$ cat src/rtl/i2c_pkg.sv
// Shared constants and types for the I2C master bus-monitor front end.
package i2c_pkg;

    localparam int I2C_SYNC_STAGES   = 2;
    localparam int I2C_FILTER_CYCLES = 4;

    typedef struct packed {
        logic scl;
        logic sda;
    } i2c_line_t;

    // Width of a counter that must reach FILTER_CYCLES-1; never narrower than one bit.
    function automatic int filt_cnt_width(input int cycles);
        return (cycles < 2) ? 1 : $clog2(cycles + 1);
    endfunction

endpackage

$ cat src/rtl/dff.sv
// Resettable D flip-flop cell with asynchronous active-low reset and a configurable reset value.
module dff #(
    parameter int               WIDTH   = 1,
    parameter logic [WIDTH-1:0] RST_VAL = '0
) (
    input  logic             i_clk,
    input  logic             i_rst_n,
    input  logic [WIDTH-1:0] i_d,
    output logic [WIDTH-1:0] o_q
);

    logic [WIDTH-1:0] r_q;

    always_ff @(posedge i_clk or negedge i_rst_n) begin
        if (!i_rst_n) begin
            r_q <= RST_VAL;
        end else begin
            r_q <= i_d;
        end
    end

    assign o_q = r_q;

endmodule

$ cat src/rtl/i2c_line_filter.sv
// One I2C line: metastability synchronizer followed by a stable-count glitch filter.
module i2c_line_filter
    import i2c_pkg::*;
#(
    parameter int SYNC_STAGES   = I2C_SYNC_STAGES,
    parameter int FILTER_CYCLES = I2C_FILTER_CYCLES
) (
    input  logic i_clk,
    input  logic i_rst_n,
    input  logic i_line,
    output logic o_filt,
    output logic o_pend
);

    localparam int              CW       = filt_cnt_width(FILTER_CYCLES);
    localparam logic [CW-1:0]   CNT_LAST = CW'(FILTER_CYCLES - 1);

    logic [SYNC_STAGES-1:0] w_sync_q;
    logic [SYNC_STAGES-1:0] w_sync_d;
    logic                   w_sync;
    logic                   w_filt_q;
    logic                   w_filt_d;
    logic [CW-1:0]          w_cnt_q;
    logic [CW-1:0]          w_cnt_d;

    // Idle I2C lines are pulled high, so every stage resets to 1.
    assign w_sync_d = {w_sync_q[SYNC_STAGES-2:0], i_line};
    assign w_sync   = w_sync_q[SYNC_STAGES-1];

    dff #(
        .WIDTH   (SYNC_STAGES),
        .RST_VAL ('1)
    ) u_sync (
        .i_clk   (i_clk),
        .i_rst_n (i_rst_n),
        .i_d     (w_sync_d),
        .o_q     (w_sync_q)
    );

    always_comb begin
        w_filt_d = w_filt_q;
        w_cnt_d  = '0;
        if (w_sync != w_filt_q) begin
            if (w_cnt_q == CNT_LAST) begin
                w_filt_d = w_sync;
            end else begin
                w_cnt_d = w_cnt_q + 1'b1;
            end
        end
    end

    dff #(
        .WIDTH   (1),
        .RST_VAL (1'b1)
    ) u_filt (
        .i_clk   (i_clk),
        .i_rst_n (i_rst_n),
        .i_d     (w_filt_d),
        .o_q     (w_filt_q)
    );

    dff #(
        .WIDTH   (CW),
        .RST_VAL ('0)
    ) u_cnt (
        .i_clk   (i_clk),
        .i_rst_n (i_rst_n),
        .i_d     (w_cnt_d),
        .o_q     (w_cnt_q)
    );

    assign o_filt = w_filt_q;
    assign o_pend = (w_sync != w_filt_q);

endmodule

$ cat src/rtl/i2c_start_stop_detector.sv
// Bus-monitor front end: filters SCL/SDA, arms on an idle bus and emits START/STOP and SCL edge pulses.
module i2c_start_stop_detector
    import i2c_pkg::*;
#(
    parameter int SYNC_STAGES   = I2C_SYNC_STAGES,
    parameter int FILTER_CYCLES = I2C_FILTER_CYCLES
) (
    input  logic clk,
    input  logic resetn,
    input  logic scl_in,
    input  logic sda_in,
    input  logic detect_en,
    output logic scl_filt,
    output logic sda_filt,
    output logic scl_rise,
    output logic scl_fall,
    output logic start_detected,
    output logic stop_detected,
    output logic bus_busy_detector_flop_en,
    output logic armed
);

    localparam int            CW       = filt_cnt_width(FILTER_CYCLES);
    localparam logic [CW-1:0] ARM_LAST = CW'(FILTER_CYCLES - 1);

    i2c_line_t     w_filt;
    i2c_line_t     r_prev;
    logic          w_scl_pend;
    logic          w_sda_pend;
    logic          w_start;
    logic          w_stop;
    logic          w_rise;
    logic          w_fall;
    logic          w_idle;
    logic [CW-1:0] r_arm_cnt;
    logic          r_armed;
    logic          r_start;
    logic          r_stop;
    logic          r_rise;
    logic          r_fall;

    i2c_line_filter #(
        .SYNC_STAGES   (SYNC_STAGES),
        .FILTER_CYCLES (FILTER_CYCLES)
    ) u_scl (
        .i_clk   (clk),
        .i_rst_n (resetn),
        .i_line  (scl_in),
        .o_filt  (w_filt.scl),
        .o_pend  (w_scl_pend)
    );

    i2c_line_filter #(
        .SYNC_STAGES   (SYNC_STAGES),
        .FILTER_CYCLES (FILTER_CYCLES)
    ) u_sda (
        .i_clk   (clk),
        .i_rst_n (resetn),
        .i_line  (sda_in),
        .o_filt  (w_filt.sda),
        .o_pend  (w_sda_pend)
    );

    assign w_start = r_prev.scl & w_filt.scl & r_prev.sda & ~w_filt.sda;
    assign w_stop  = r_prev.scl & w_filt.scl & ~r_prev.sda & w_filt.sda;
    assign w_rise  = ~r_prev.scl & w_filt.scl;
    assign w_fall  = r_prev.scl & ~w_filt.scl;

    // Filtered lines reset high, so a change already queued in a filter (e.g. SDA held low
    // across reset) must also break the idle run; otherwise we could arm just before it lands.
    assign w_idle  = w_filt.scl & w_filt.sda & ~w_scl_pend & ~w_sda_pend;

    always_ff @(posedge clk or negedge resetn) begin
        if (!resetn) begin
            r_prev    <= '1;
            r_arm_cnt <= '0;
            r_armed   <= 1'b0;
            r_start   <= 1'b0;
            r_stop    <= 1'b0;
            r_rise    <= 1'b0;
            r_fall    <= 1'b0;
        end else begin
            r_prev <= w_filt;
            if (!r_armed) begin
                if (!w_idle) begin
                    r_arm_cnt <= '0;
                end else if (r_arm_cnt == ARM_LAST) begin
                    r_armed   <= 1'b1;
                    r_arm_cnt <= '0;
                end else begin
                    r_arm_cnt <= r_arm_cnt + 1'b1;
                end
            end
            r_start <= w_start & r_armed & detect_en;
            r_stop  <= w_stop & r_armed & detect_en;
            r_rise  <= w_rise & r_armed;
            r_fall  <= w_fall & r_armed;
        end
    end

    assign scl_filt                  = w_filt.scl;
    assign sda_filt                  = w_filt.sda;
    assign scl_rise                  = r_rise;
    assign scl_fall                  = r_fall;
    assign start_detected            = r_start;
    assign stop_detected             = r_stop;
    assign armed                     = r_armed;
    assign bus_busy_detector_flop_en = detect_en & r_armed;

endmodule

$ cat config.mk
export PLATFORM = sky130hd
export DESIGN_NAME = i2c_start_stop_detector
export DESIGN_NICKNAME = d
export VERILOG_FILES = /design/src/rtl/i2c_pkg.sv /design/src/rtl/dff.sv /design/src/rtl/i2c_line_filter.sv /design/src/rtl/i2c_start_stop_detector.sv
export SDC_FILE = /design/constraint.sdc
export NUM_CORES = 1
export LEC_CHECK = 0
export BUFFER_PORTS_ARGS = -buffer_cell sky130_fd_sc_hd__buf_2
export CAP_MARGIN = 20
export CORE_UTILIZATION = 25
export DETAILED_ROUTE_END_ITERATION = 12
export GPL_TIMING_DRIVEN = 0
export MAX_ROUTING_LAYER = met4
export PLACE_DENSITY = 0.49
export SKIP_CTS_REPAIR_TIMING = 1
export SYNTH_ARGS = -nofsm -noshare
export SYNTH_HDL_FRONTEND = slang
export SYNTH_SLANG_ARGS = --single-unit
$ cat constraint.sdc
create_clock -name clk -period 1.4 [get_ports clk]
set_input_delay 0.07 -clock clk [delete_from_list [all_inputs] [get_ports clk]]
set_output_delay 0.07 -clock clk [all_outputs]
set_load 0.1 [all_outputs]
==> results.toml <==
[detailed_routing]
drt.antenna.violating_nets = 0
firstDrtPassIters = 4
vias_per_cell = 3.94
wl_per_cell_um = 9.65
wirelength_mm = 1.17
dr.first_iter.drc_count = 17
vias = 477
drc = 0

[sta]
setup_violations = 0
period_needed_ns = 1.33
fin_crit_sh_pct = 95.2
maxSlewViolCount = 0
finalHoldViolCount = 0
rsz0062_at_grt = "no"
worst_pin_slew_ns = 0.478
holdWs_ns = 0.0470
clock_skew_ns = 0.00697
clock.fmax_mhz = 751
slew_headroom_pct = 68.1

[placement]
placedCellCount = 114
io_buffers = 12
place.gp.congestion = 0.626

[clock_tree]
clk_latency_ns = 0.30
cts_root_buf = "clkbuf_4"
cts_buffers = 3
cts.htree.levels = 1
path_clk_slew_ns = 0.13
cts.sinks = 22
cts_buffer_depth = 2
cts_tree = "yes"

[worst_setup_path]
worstSetupPathType = "reg2out"
crit_fanout = 10
cpMaxStageDelayCell = "dfrtp_2"
path_cells = "clkbuf_4, and2_2, buf_8"
cpPeakStageDelay_ns = 0.42
cp-end-kind = "output port"
crit_arrival_ns = 1.26
startpoint_type = "register"
cp.required_ns = 1.33

[min_path]
hp-class = "in2reg"

[cells_and_area]
mostFrequentLayoutCell = "dfrtp_1"
drive_gt1_share_pct = 39.0
area_delta_synth_final_pct = 28.1
nets = 86
num_antenna_cells = 0
layout_common_cells = "dfrtp_1, buf_2, dfstp_2"
multi_input_area_um2 = 259
stdcell_count = 121
fillers = 335
regArea_um2 = 569
final_util_pct = 34.2

[synthesis]
syn_inst = 58
syn_area_um2 = 827
synth_cell_types = 19
yosys_warnings = 0
yosysSeqAreaShare_pct = 67.8
yosys.area.top_type = "dfrtp_1"
yosys.area.top_type_share_pct = 42.4
syn_nets = 66
synth_area_leaders = "dfrtp_1, dfstp_2, ha_1"
avgSynthCellArea_um2 = 14.3
yosys_register_bits = 22

[global_routing]
antenna_found_initial = 0
grt_pass1_wl_mm = 2.15
grt_pass1_vias = 490
grt_max_degree = 23
overflow = 0
grt_usage_pct = 8.52

[floorplanning]
die_w_um = 59.5
pin_count = 13
start_util_pct = 26.7
die-area_um2 = 3540
core_area_um2 = 3100
die_h_um = 59.5
rows = 20

[pwr]
p_per_area_nw_per_um2 = 1790
switching_power_w = 0.000622
p_leak_nw = 0.485
vdd_drop_max_uv = 371
clkPwrFrac_pct = 25.3
power.total_w = 0.00190
p_seq_share_pct = 49.1
p_comb_share_pct = 25.6
swShare_pct = 32.8
intPower_w = 0.00127

[run]
maxCapViolCount = 0

[status]
status = "finished clean"
## worst max-delay path, delay by kind of cell, from the launching register on
family	cells	cell delay (ns)
flip-flops	1	0.42
buffers and inverters	2	0.35
AND/OR/NAND/NOR	1	0.19
## power groups by stage
stage          Clock (W)  Combinational (W)  Sequential [W]
6_report        0.000481           0.000485        0.000931
5_1_grt         0.000524           0.000529        0.000956
4_1_cts         0.000500           0.000450        0.000928
3_5_place_dp           0           0.000447        0.000941
3_3_place_gp           0           0.000444        0.000930
2_1_floorplan          0           0.000156         0.00114
## synth_stat cells (all sizes together)
cell and instances:
nand4 2, o41ai 2, xnor2 2, dfrtp 14, nor2b 5, o21ai 1
nor3b 4, o21bai 1, and2 1, nor3 2, inv 1, buf 1
nand2 5, dfstp 8, mux2 2, nand2b 2, ha 3, nor2 2
## metrics by stage
step	worst slack (ns)	TNS (ns)	cell area, µm²
finish	0.0677	0	1060
global placement	0.186	0	952
floorplan	-0.0971	-0.0971	837
global route	0.0114	0	1060
CTS	-0.146	-0.370	1000
detailed placement	0.167	0	952
## flip-flops by register name (all words and copies together), names as in the netlist
| signal | count |
|---|---|
| r_arm_cnt | 3 |
| u_sda.u_cnt.o_q | 3 |
| armed | 1 |
| u_scl.u_sync.o_q | 2 |
| scl_rise | 1 |
| u_sda.u_sync.o_q | 2 |
| stop_detected | 1 |
| r_prev | 2 |
| u_sda.u_filt.o_q | 1 |
| u_scl.u_cnt.o_q | 3 |
| scl_fall | 1 |
| start_detected | 1 |
| u_scl.u_filt.o_q | 1 |
## layout make-up
type,instances,area share [%]
Buffer,1,0.708
Clock buffer,3,2.13
Clock inverter,1,2.83
Inverter,1,0.354
Multi-Input combinational cell,34,24.4
Sequential cell,22,53.7
Tap cell,44,5.19
Timing Repair Buffer,15,10.6
## cell families (layout without fill, tap and decap cells)
| kind of cell | Yosys count | count (layout) | share of synthesized area [%] |
|---|---|---|---|
| flops | 22 | 22 | 67.8 |
| xor+xnor | 2 | 2 | 2.12 |
| fa+ha+maj | 3 | 3 | 4.54 |
| buf+inv | 2 | 21 | 1.06 |
| compound gates | 4 | 4 | 5.45 |
| mux | 2 | 2 | 2.72 |
| simple gates | 23 | 23 | 16.3 |
## worst paths after layout
check | slack, ns | end | startpoint | cells past startpoint
max in group asynchronous | 0.80 | r_prev[1]$_DFF_PN1_ | resetn | 2
min | 0.05 | stop_detected$_DFF_PN0_ | detect_en | 3
min in group asynchronous | 0.24 | stop_detected$_DFF_PN0_ | resetn | 2
min reg2reg | 0.36 | u_scl.u_sync.o_q[1]$_DFF_PN1_ | u_scl.u_sync.o_q[0]$_DFF_PN1_ | 0
max | 0.07 | bus_busy_detector_flop_en | armed$_DFF_PN0_ | 3
max reg2reg | 0.15 | r_arm_cnt[1]$_DFFE_PN0N_ | u_scl.u_filt.o_q$_DFFE_PN1P_ | 2
## routing by layer
metal  global-route usage (%)  wire, µm  vias to the layer above  share of wire [%]
li1                         -         -                      235                  -
met1                     9.73       576                      228                 49
met2                     13.2       529                       12                 45
met3                     1.31        38                        2                3.3
met4                     6.98        24                        0                2.1
met5                        -         0                        -                  0
No activity file was read; power rests on OpenSTA's default activity.
